`config.mk`:
```
export PLATFORM = sky130hd
export DESIGN_NAME = mips_mc_control
export DESIGN_NICKNAME = d
export VERILOG_FILES = /design/src/rtl/mips_mc_control.sv
export SDC_FILE = /design/constraint.sdc
export NUM_CORES = 1
export LEC_CHECK = 0
export BUFFER_PORTS_ARGS = -buffer_cell sky130_fd_sc_hd__clkbuf_2
export CORE_MARGIN = 2
export CORE_UTILIZATION = 45
export DETAILED_ROUTE_END_ITERATION = 8
export MAX_ROUTING_LAYER = met4
export PLACE_DENSITY = 0.7
export SLEW_MARGIN = 15
export SYNTH_ARGS = -nofsm -noshare
export SYNTH_HDL_FRONTEND = slang
export SYNTH_SLANG_ARGS = --single-unit
```
`constraint.sdc`:
```
create_clock -name clock -period 2.2 [get_ports clock]
set_input_delay 0.22 -clock clock [delete_from_list [all_inputs] [get_ports clock]]
set_output_delay 0.22 -clock clock [all_outputs]
set_load 0.01 [all_outputs]
```
`src/rtl/mips_mc_control.sv`:
```
// Multicycle MIPS control FSM: FETCH/DECODE/EXEC/MEM/WB sequencing with a
// stallable memory handshake, a stall watchdog and a retired-instruction counter.
module mips_mc_control #(
  parameter logic [5:0]  OPC_RTYPE   = 6'b000000,
  parameter logic [5:0]  OPC_LW      = 6'b100011,
  parameter logic [5:0]  OPC_SW      = 6'b101011,
  parameter logic [5:0]  OPC_BEQ     = 6'b000100,
  parameter logic [5:0]  OPC_J       = 6'b000010,
  parameter logic [5:0]  FUNCT_ADD   = 6'd32,
  parameter int unsigned STALL_LIMIT = 16
) (
  input  logic        clock,
  input  logic        reset,
  input  logic [5:0]  opcode,
  input  logic [5:0]  funct,
  input  logic        zero,
  input  logic        mem_ready,
  output logic        mem_req,
  output logic        mem_we,
  output logic        iord,
  output logic        ir_write,
  output logic        ab_load,
  output logic        aluout_load,
  output logic [1:0]  alu_sel,
  output logic        pc_en,
  output logic [1:0]  pc_src,
  output logic        mdr_load,
  output logic        reg_write,
  output logic        reg_dst,
  output logic        mem_to_reg,
  output logic        instr_done,
  output logic        illegal,
  output logic        timeout,
  output logic [31:0] instr_count,
  output logic [2:0]  state
);

  localparam int unsigned WW = (STALL_LIMIT < 2) ? 1 : $clog2(STALL_LIMIT + 1);

  typedef enum logic [2:0] {
    FETCH  = 3'd1,
    DECODE = 3'd2,
    EXEC   = 3'd3,
    MEM    = 3'd4,
    WB     = 3'd5
  } state_t;

  state_t        state_q, state_d;
  logic [WW-1:0] wait_cnt;
  logic [31:0]   count_q;
  logic          abort;

  always_ff @(posedge clock) begin
    if (reset) begin
      state_q  <= FETCH;
      count_q  <= '0;
      wait_cnt <= '0;
    end else begin
      state_q <= state_d;
      if (instr_done)
        count_q <= count_q + 32'd1;
      if (!mem_req || mem_ready)
        wait_cnt <= '0;
      else
        wait_cnt <= wait_cnt + WW'(1);
    end
  end

  always_comb begin
    mem_req     = 1'b0;
    mem_we      = 1'b0;
    iord        = 1'b0;
    ir_write    = 1'b0;
    ab_load     = 1'b0;
    aluout_load = 1'b0;
    alu_sel     = 2'd0;
    pc_en       = 1'b0;
    pc_src      = 2'd0;
    mdr_load    = 1'b0;
    reg_write   = 1'b0;
    reg_dst     = 1'b0;
    mem_to_reg  = 1'b0;
    instr_done  = 1'b0;
    illegal     = 1'b0;
    timeout     = 1'b0;
    abort       = 1'b0;
    state_d     = state_q;

    case (state_q)
      FETCH: begin
        mem_req = 1'b1;
        if (mem_ready) begin
          ir_write = 1'b1;
          pc_en    = 1'b1;
          state_d  = DECODE;
        end
      end
      DECODE: begin
        ab_load     = 1'b1;
        aluout_load = 1'b1;
        state_d     = EXEC;
      end
      EXEC: begin
        state_d = FETCH;
        case (opcode)
          OPC_LW, OPC_SW: begin
            aluout_load = 1'b1;
            alu_sel     = 2'd1;
            state_d     = MEM;
          end
          OPC_RTYPE: begin
            aluout_load = 1'b1;
            alu_sel     = (funct == FUNCT_ADD) ? 2'd2 : 2'd3;
            state_d     = MEM;
          end
          OPC_BEQ: begin
            pc_en      = zero;
            pc_src     = 2'd1;
            instr_done = 1'b1;
          end
          OPC_J: begin
            pc_en      = 1'b1;
            pc_src     = 2'd2;
            instr_done = 1'b1;
          end
          default: illegal = 1'b1;
        endcase
      end
      MEM: begin
        if (opcode == OPC_RTYPE) begin
          reg_write  = 1'b1;
          reg_dst    = 1'b1;
          instr_done = 1'b1;
          state_d    = FETCH;
        end else if (opcode == OPC_LW) begin
          mem_req = 1'b1;
          iord    = 1'b1;
          if (mem_ready) begin
            mdr_load = 1'b1;
            state_d  = WB;
          end
        end else if (opcode == OPC_SW) begin
          mem_req = 1'b1;
          mem_we  = 1'b1;
          iord    = 1'b1;
          if (mem_ready) begin
            instr_done = 1'b1;
            state_d    = FETCH;
          end
        end else begin
          illegal = 1'b1;
          state_d = FETCH;
        end
      end
      WB: begin
        reg_write  = 1'b1;
        mem_to_reg = 1'b1;
        instr_done = 1'b1;
        state_d    = FETCH;
      end
      default: begin
        illegal = 1'b1;
        state_d = FETCH;
      end
    endcase

    // Abort overrides every write strobe so nothing architectural changes; a
    // fetch abort leaves PC untouched, so the same address is refetched.
    abort = (STALL_LIMIT != 0) && mem_req && (wait_cnt == WW'(STALL_LIMIT));
    if (abort) begin
      mem_req    = 1'b0;
      mem_we     = 1'b0;
      iord       = 1'b0;
      ir_write   = 1'b0;
      pc_en      = 1'b0;
      mdr_load   = 1'b0;
      instr_done = 1'b0;
      timeout    = 1'b1;
      state_d    = FETCH;
    end

    if (reset) begin
      mem_req     = 1'b0;
      mem_we      = 1'b0;
      iord        = 1'b0;
      ir_write    = 1'b0;
      ab_load     = 1'b0;
      aluout_load = 1'b0;
      alu_sel     = 2'd0;
      pc_en       = 1'b0;
      pc_src      = 2'd0;
      mdr_load    = 1'b0;
      reg_write   = 1'b0;
      reg_dst     = 1'b0;
      mem_to_reg  = 1'b0;
      instr_done  = 1'b0;
      illegal     = 1'b0;
      timeout     = 1'b0;
      state_d     = FETCH;
    end
  end

  assign instr_count = reset ? 32'd0 : count_q;
  assign state       = reset ? 3'd0  : state_q;

endmodule

```
==> impl_metrics.ini, run 1 <==
[critical_path]
cp_top_family = compound AO/OA/AOI/OAI gates
critical_path.slowest_cell = dfxtp_4
reg2reg_depth = 6
arrival_ns = 1.91
worst_ep_required_time_ns = 1.98
crit_type = reg -> out
cp_slowest_stage_delay_ns = 0.36
crit_chain = or2_2 -> o32a_1 -> buf_6 -> o21ba_2 -> nand2_1 -> nor3_1 -> clkbuf_2
r2r_start = state_q[1]$_SDFFE_PP0P_
start_kind = register
worstPathBufferInverterCount = 2
endpoint_kind = primary output
crit_fanout = 5
r2r_slack_ns = 0.13
regToRegEndpoint = count_q[17]$_SDFFE_PP0P_

[grt]
grt_max_degree = 59
overflow = 0
grt_pass1_wl_um = 9915
grt.total_usage_pct = 19.66
grt_pass1_vias = 2218
antenna_found_initial = 0

[place]
port_buffers = 68
hpwl_um = 4315
pre_cts_ws_ns = 0.06843
gp_congestion = 0.8655
dpl_cell_area_um2 = 2977

[route]
post-route-drc-count = 0
drt.antenna.violating_nets = 0
first_iter_violations = 151
drt_first_pass_iters = 4
wirelength_um = 6427
vias = 2617
avgRoutedWirePerCell_um = 13.79
vias_per_cell = 5.616

[logic_synthesis]
synth-seq-area-share_pct = 31.27
ys_types = 51
synthFlopType = dfxtp_1
synthesis.area_um2 = 2561
yosys-mux-area-fraction_pct = 7.426
syn-num-nets = 342
synthSimpleGateAreaFrac_pct = 37.76
synth.avg_cell_area_um2 = 7.929
synthArstFlopShare_pct = 0
synth_fa_ha_area_share_pct = 1.466
yosysWarnings = 0
synth_compound_area_share_pct = 13.78
synth_cells = 323
synth_xor_area_share_pct = 1.710
synth_top_family_by_area = simple AND/OR/NAND/NOR gates
synth_edf_count = 0
ys_seq_elements = 40

[floorplan]
rows = 27
die_w_um = 79.44
die_y_um = 79.44
die-area_um2 = 6311
core-area_um2 = 5507
io_pins = 69
start_util_pct = 46.51

[sta]
max_freq_mhz = 470.5
final_max_slew_viol_count = 0
finalHoldViolCount = 0
slew_headroom_pct = 62.92
period_needed_ns = 2.125
skew_ns = 0.009676
worst_slack_ns = 0.07456
worst_pin_slew_ns = 0.5562
setup_viol = 0
finalCritPeriodShare_pct = 96.61

[clock_tree]
cts_tree = done
clkSinkCount = 40
clkSlewWorstSetupHoldPaths_ns = 0.07
hold_buffers = 0
cts_max_path_buffers = 2
insertion_delay_ns = 0.29
cts_max_level = 2
root_buffer = clkbuf_8
numCtsBuffers = 5

[worst_hold_path]
hold-path-endpoint = count_q[0]$_SDFFE_PP0P_
hold_path_class = in -> reg
whs_path_depth = 2
worstHoldStart = reset

[flow_run]
cap_violations = 0

[status]
outcome = finished clean

[layout]
design_area_um2 = 3132
fillers = 515
ff_latch_area_um2 = 807.0
layout.nets = 413
syn_to_final_growth_pct = 22.28
drive_gt1_share_pct = 31.47
num_antenna_cells = 0
multi_input_area_um2 = 1629

[pwr]
leakage_nw = 1.204
power.density_nw_per_um2 = 641.9
ir_drop_uv = 378.3
per-layer routing:
| metal | routed length, um | GRT usage [%] | vias up | part of all wire, % |
|---|---|---|---|---|
| li1 | - | - | 1332 | - |
| met1 | 3044 | 26.27 | 1226 | 47 |
| met2 | 3049 | 30.84 | 55 | 47 |
| met3 | 288 | 3.507 | 4 | 4.5 |
| met4 | 45 | 5.172 | 0 | 0.70 |
| met5 | 0 | - | - | 0 |
synth_stat cells (all sizes together) (4+ instances only):
library cell   n  area share (%)
nor2          36             5.3
or4           14             4.1
nor2b         27             6.6
nand4         12             2.9
nor3          22             4.3
buf           15             3.5
nand2         13             2.0
o31ai         13             3.8
a21oi         19             3.7
nor4           9             2.8
o21ai          4            0.78
a211oi         4             1.2
inv           13             1.9
dfxtp         40              31
or3            5             1.2
nand2b         5             1.2
nand3         10             2.0
clkbuf         8             1.2
mux2          16             7.0
metrics by stage:
step,util (%),hold WS (ns),instances,TNS (ns),power [mW]
floorplan,-,0.4008,323,0,1.259
global placement,54.06,0.4493,454,0,1.421
detailed placement,54.06,0.4579,454,0,1.427
CTS,55.71,0.1980,462,0,1.931
global route,56.87,0.2117,466,-0.005721,2.132
finish,56.87,0.2017,466,0,2.010
worst register-to-register path, stage by stage, from the launching register on:
cell     delay (ns)
dfxtp_4        0.36
buf_4          0.15
nor2b_2        0.18
nand4_1        0.27
o211a_4        0.30
nor4_1         0.34
mux2_2         0.37
kinds of logic after synthesis:
kind of cell    count (synthesis)
simple gates                  170
compound gates                 52
flops                          40
buf+inv                        36
mux                            17
xor+xnor                        5
fa+ha+maj                       3
layout make-up:
| type | instances | area share, % |
|---|---|---|
| Tap cell | 72 | 2.877 |
| Clock buffer | 5 | 2.197 |
| Multi-Input combinational cell | 249 | 52.02 |
| Inverter | 13 | 1.558 |
| Sequential cell | 40 | 25.77 |
| Clock inverter | 2 | 0.3995 |
| Timing Repair Buffer | 85 | 15.18 |
how the worst max path moves through the flow:
| stage | from | to | depth (start not counted) |
|---|---|---|---|
| 3_5_place_dp | opcode[0] | count_q[12]$_SDFFE_PP0P_ | 6 |
| 5_1_grt | state_q[0]$_SDFFE_PP1P_ | instr_done | 6 |
| 3_3_place_gp | opcode[0] | count_q[12]$_SDFFE_PP0P_ | 6 |
| 6_report | state_q[1]$_SDFFE_PP0P_ | mdr_load | 7 |
| 2_1_floorplan | state_q[0]$_SDFFE_PP1P_ | count_q[1]$_SDFFE_PP0P_ | 8 |
| 4_1_cts | state_q[0]$_SDFFE_PP1P_ | instr_done | 6 |
timing repair:
item | in CTS | in global routing
setup endpoints to repair | 5 | 13
pin swaps | 1 | 2
endpoints found under the hold margin | 0 | 0
gates cloned | 0 | 2
buffers inserted | 1 | 2
resized for setup | 2 | 8
power by group:
group | switching [mW] | leakage (nW) | internal (mW)
registers | 0.0417 | 0.324 | 0.766
clock network | 0.257 | 0.0400 | 0.215
logic | 0.413 | 0.841 | 0.317
total | 0.712 | 1.20 | 1.30
cell usage in the layout (no fill, tap or decap), drive strengths merged, types with 12 or more instances in the layout:
cell type	Yosys	final
clkbuf	8	73
dfxtp	40	40
nor2	36	36
nor2b	27	27
nor3	22	22
a21oi	19	19
buf	15	17
mux2	16	16
or4	14	14
inv	13	13
o31ai	13	13
nand2	13	13
nand4	12	12
flip-flops by register name (all words and copies together), names as in the netlist:
| register | cells |
|---|---|
| count_q | 32 |
| wait_cnt | 5 |
| state_q | 3 |
Power figures use the tool's default switching activity.
==> inputs of run 2 (changes only) <==
--- a/config.mk
+++ b/config.mk
@@ -6,11 +6,13 @@
 export NUM_CORES = 1
 export LEC_CHECK = 0
 export BUFFER_PORTS_ARGS = -buffer_cell sky130_fd_sc_hd__clkbuf_2
+export CELL_PAD_IN_SITES_DETAIL_PLACEMENT = 0
+export CELL_PAD_IN_SITES_GLOBAL_PLACEMENT = 1
 export CORE_MARGIN = 2
-export CORE_UTILIZATION = 45
+export CORE_UTILIZATION = 38
 export DETAILED_ROUTE_END_ITERATION = 8
 export MAX_ROUTING_LAYER = met4
-export PLACE_DENSITY = 0.7
+export PLACE_DENSITY_LB_ADDON = 0.1
 export SLEW_MARGIN = 15
 export SYNTH_ARGS = -nofsm -noshare
 export SYNTH_HDL_FRONTEND = slang
==> impl_metrics.ini, run 2 (synthesis gave the netlist of run 1 again) <==
[layout]
largest_register_ffs = 32
design_area_um2 = 3166
final_cell_mix = clkbuf_2, dfxtp_1, nor2_1
top_register = count_q
num_antenna_cells = 0
syn_to_final_growth_pct = 23.60
fillers = 658
final_common_cell = clkbuf_2
layout.nets = 414
reg_top3 = count_q: 32 flops, wait_cnt: 5 flops, state_q: 3 flops
drive_gt1_share_pct = 31.57

[pwr]
p_int_mw = 1.303
netSwitchingFraction_pct = 35.69
leakage_nw = 1.216
switchingPower_mw = 0.7229
pwr-share-clk_pct = 25.5
ir_drop_uv = 290.5
power.density_nw_per_um2 = 639.9
pwr-share-comb_pct = 34.7
p_seq_share_pct = 39.8

[route]
vias_per_cell = 5.537
drt_first_pass_iters = 4
vias = 2619
post-route-drc-count = 0
avgRoutedWirePerCell_um = 14.87
first_iter_violations = 154
wirelength_um = 7032
drt.antenna.violating_nets = 0

[sta]
final_max_slew_viol_count = 0
finalCritPeriodShare_pct = 96.34
rsz0062_at_grt = false
finalHoldViolCount = 0
worst_slack_ns = 0.08059
skew_ns = 0.006183
timing.hold.ws_ns = 0.2570
worst_pin_slew_ns = 0.5275
max_freq_mhz = 471.8
period_needed_ns = 2.119
setup_viol = 0
setup_tns_ns = 0
slew_headroom_pct = 64.68

[critical_path]
start_kind = register
cp_slowest_stage_delay_ns = 0.39
worst_ep_required_time_ns = 1.98
crit_chain = nand4b_1 -> o32a_1 -> buf_4 -> o21ba_2 -> nand2_1 -> nor3_1 -> clkbuf_2
worstPathBufferInverterCount = 2
arrival_ns = 1.90
critical_path.slowest_cell = o32a_1
endpoint_kind = primary output
cp_top_family = compound AO/OA/AOI/OAI gates
crit_type = reg -> out
crit_fanout = 8

[place]
gp_congestion = 0.8414
pre_cts_ws_ns = 0.09428
port_buffers = 68
hpwl_um = 4747
dpl_cell_area_um2 = 2983

[floorplan]
io_pins = 69
die-area_um2 = 7412
die_w_um = 86.10
core-area_um2 = 6422
start_util_pct = 39.88
rows = 29
die_y_um = 86.10

[flow_run]
cap_violations = 0

[grt]
grt.total_usage_pct = 19.44
antenna_found_initial = 0
overflow = 0
grt_max_degree = 50
grt_pass1_vias = 2277
grt_pass1_wl_um = 11250

[clock_tree]
cts_tree = done
root_buffer = clkbuf_8
insertion_delay_ns = 0.29
clkSlewWorstSetupHoldPaths_ns = 0.08
clkSinkCount = 40
cts_max_path_buffers = 2
numCtsBuffers = 5
cts_max_level = 2

[worst_hold_path]
hold_path_class = in -> reg

[status]
outcome = finished clean
run 2: cell types whose count changed in the layout (fill, tap and decap cells not counted), sizes merged:
cell | previous run | this run
clkinv | 1 | 0
clkbuf | 73 | 75
buf | 17 | 18
run 2: power groups by stage:
stage / logic [mW] / clock network, mW / registers, mW
floorplan: 0.470 / 0 / 0.789
global placement: 0.630 / 0 / 0.813
detailed placement: 0.630 / 0 / 0.817
CTS: 0.668 / 0.530 / 0.802
global route: 0.765 / 0.570 / 0.817
finish: 0.703 / 0.516 / 0.806
run 2: cell type report:
cell class	instances	area, um^2	share of cell area (%)
well taps	77	96.34	3.043
inverters	13	48.80	1.542
repair buffers	86	476.7	15.06
multi-input cells	249	1642	51.86
flip-flops and latches	40	808.3	25.53
clock inverters	1	7.507	0.2372
clock buffers	7	86.33	2.727
run 2: worst paths after layout:
| check | from | slack, ns | depth (start not counted) | end |
|---|---|---|---|---|
| setup / recovery | state_q[0]$_SDFFE_PP1P_ | 0.08 | 7 | ir_write |
| hold / removal | reset | 0.26 | 2 | count_q[25]$_SDFFE_PP0P_ |
| setup reg to reg | count_q[10]$_SDFFE_PP0P_ | 0.14 | 6 | count_q[28]$_SDFFE_PP0P_ |
| hold reg to reg | wait_cnt[0]$_SDFF_PP0_ | 0.47 | 1 | wait_cnt[0]$_SDFF_PP0_ |
run 2: timing repair:
| item | 4_1_cts | 5_1_grt |
|---|---|---|
| hold buffers | 0 | 0 |
| buffers inserted | 0 | 3 |
| setup endpoints to repair | 4 | 16 |
| gates cloned | 2 | 1 |
| pin swaps | 1 | 4 |
| resized for setup | 3 | 7 |
run 2: through the flow:
stage                     std cells  utilization [%]  power [mW]
after floorplan                 323                -       1.259
after global placement          459            46.44       1.443
after detailed placement        459            46.44       1.447
after CTS                       469            48.37       2.001
after global routing            473            49.29       2.153
final                           473            49.29       2.025
run 2: metal layers:
metal	vias up	GRT usage (%)	wire, um
met5	-	-	0
met4	0	4.762	48
met3	5	3.369	317
met2	54	30.37	3243
met1	1223	26.08	3423
li1	1337	-	-
==> inputs of run 3 (changes only) <==
--- a/config.mk
+++ b/config.mk
@@ -10,6 +10,7 @@
 export CELL_PAD_IN_SITES_GLOBAL_PLACEMENT = 1
 export CORE_MARGIN = 2
 export CORE_UTILIZATION = 38
+export CTS_BUF_LIST = sky130_fd_sc_hd__clkbuf_16
 export DETAILED_ROUTE_END_ITERATION = 8
 export MAX_ROUTING_LAYER = met4
 export PLACE_DENSITY_LB_ADDON = 0.1
==> impl_metrics.ini, run 3 (synthesis gave the netlist of run 1 again) <==
[status]
outcome = finished clean

[sta]
skew_ns = 0.003574
worst_pin_slew_ns = 0.5288
setup_viol = 0
timing.hold.ws_ns = 0.2798
finalHoldViolCount = 0
slew_headroom_pct = 64.59
setup_tns_ns = 0
final_max_slew_viol_count = 0
rsz0062_at_grt = false
period_needed_ns = 2.124
max_freq_mhz = 470.8
finalCritPeriodShare_pct = 96.55
worst_slack_ns = 0.07599

[critical_path]
arrival_ns = 1.90
start_kind = register
crit_chain = nand4b_1 -> o32a_1 -> buf_4 -> o21ba_2 -> nand2_1 -> nor3_1 -> clkbuf_2
worst_ep_required_time_ns = 1.98
cp_slowest_stage_delay_ns = 0.41
endpoint_kind = primary output
crit_type = reg -> out
critPathLaunch = state_q[0]$_SDFFE_PP1P_
r2r_slack_ns = 0.15
critical_path.slowest_cell = o32a_1
r2r_start = count_q[10]$_SDFFE_PP0P_
worstPathBufferInverterCount = 2
crit_fanout = 8
cp_top_family = compound AO/OA/AOI/OAI gates

[pwr]
fin_total_pwr_mw = 2.176
ir_drop_uv = 393.8
leakage_nw = 1.232
power.density_nw_per_um2 = 679.8

[place]
hpwl_um = 4747
port_buffers = 68
placed_cells = 459
gp_congestion = 0.8414
pre_cts_ws_ns = 0.09428
dpl_cell_area_um2 = 2983

[clock_tree]
root_buffer = clkbuf_16
insertion_delay_ns = 0.28
cts_max_path_buffers = 2
cts_max_level = 2
clkSinkCount = 40
cts_tree = done
hold_buffers = 0
numCtsBuffers = 5
clkSlewWorstSetupHoldPaths_ns = 0.06

[layout]
syn_to_final_growth_pct = 24.96
final_common_cell = clkbuf_2
drive_gt1_share_pct = 30.89
num_antenna_cells = 0
largest_register_ffs = 32
utilization_pct = 49.83
layout.nets = 413
reg_top3 = count_q: 32 flops, wait_cnt: 5 flops, state_q: 3 flops
fin_cells = 472
final_cell_mix = clkbuf_2, dfxtp_1, nor2_1
top_register = count_q
design_area_um2 = 3201

[grt]
overflow = 0
antenna_found_initial = 0
grt_pass1_wl_um = 11230
grt_max_degree = 50
grt.total_usage_pct = 19.52
grt_pass1_vias = 2284

[route]
wirelength_um = 6965
avgRoutedWirePerCell_um = 14.76
first_iter_violations = 79
vias_per_cell = 5.504
vias = 2598
drt_first_pass_iters = 4
post-route-drc-count = 0
drt.antenna.violating_nets = 0

[floorplan]
die_w_um = 86.10
rows = 29
io_pins = 69
start_util_pct = 39.88
die_y_um = 86.10
core-area_um2 = 6422
die-area_um2 = 7412

[worst_hold_path]
worstHoldStart = reset
hold_path_class = in -> reg

[flow_run]
cap_violations = 0
run 3: power breakdown:
part	switching, mW	internal, mW	leakage [nW]
registers	0.0422	0.765	0.323
logic	0.411	0.266	0.840
clock network	0.280	0.412	0.0687
total	0.734	1.44	1.23
run 3: worst paths after layout:
kind | to | depth (start not counted)
setup / recovery | ir_write | 7
hold / removal | count_q[23]$_SDFFE_PP0P_ | 2
setup reg to reg | count_q[28]$_SDFFE_PP0P_ | 6
hold reg to reg | wait_cnt[0]$_SDFF_PP0_ | 1
run 3: repair_timing:
item | CTS | global route
pin swaps | 1 | 2
setup buffers | 0 | 3
setup endpoints to repair | 2 | 16
gates cloned | 2 | 0
gates resized for setup | 3 | 5
run 3: final cells by class:
class                           count  area [um^2]
Clock inverter                      3        15.01
Tap cell                           77        96.34
Timing Repair Buffer               85        471.7
Fill cell                         650         3222
Sequential cell                    40        805.8
Clock buffer                        5        125.1
Inverter                           13        48.80
Multi-Input combinational cell    249         1638
run 3: worst register-to-register path: stages, from the launching register on:
cell	delay, ns
dfxtp_1	0.40
nand4_1	0.21
nor3_1	0.37
o2111ai_1	0.17
buf_4	0.21
or4_1	0.47
a21oi_1	0.15
run 3: layer usage:
metal / track usage (%) / vias to the layer above / share of wire [%]
met1: 25.97 / 1200 / 49
met2: 30.37 / 59 / 45
met5: - / - / 0
met4: 6.061 / 0 / 1.2
li1: - / 1332 / -
met3: 3.080 / 7 / 4.4
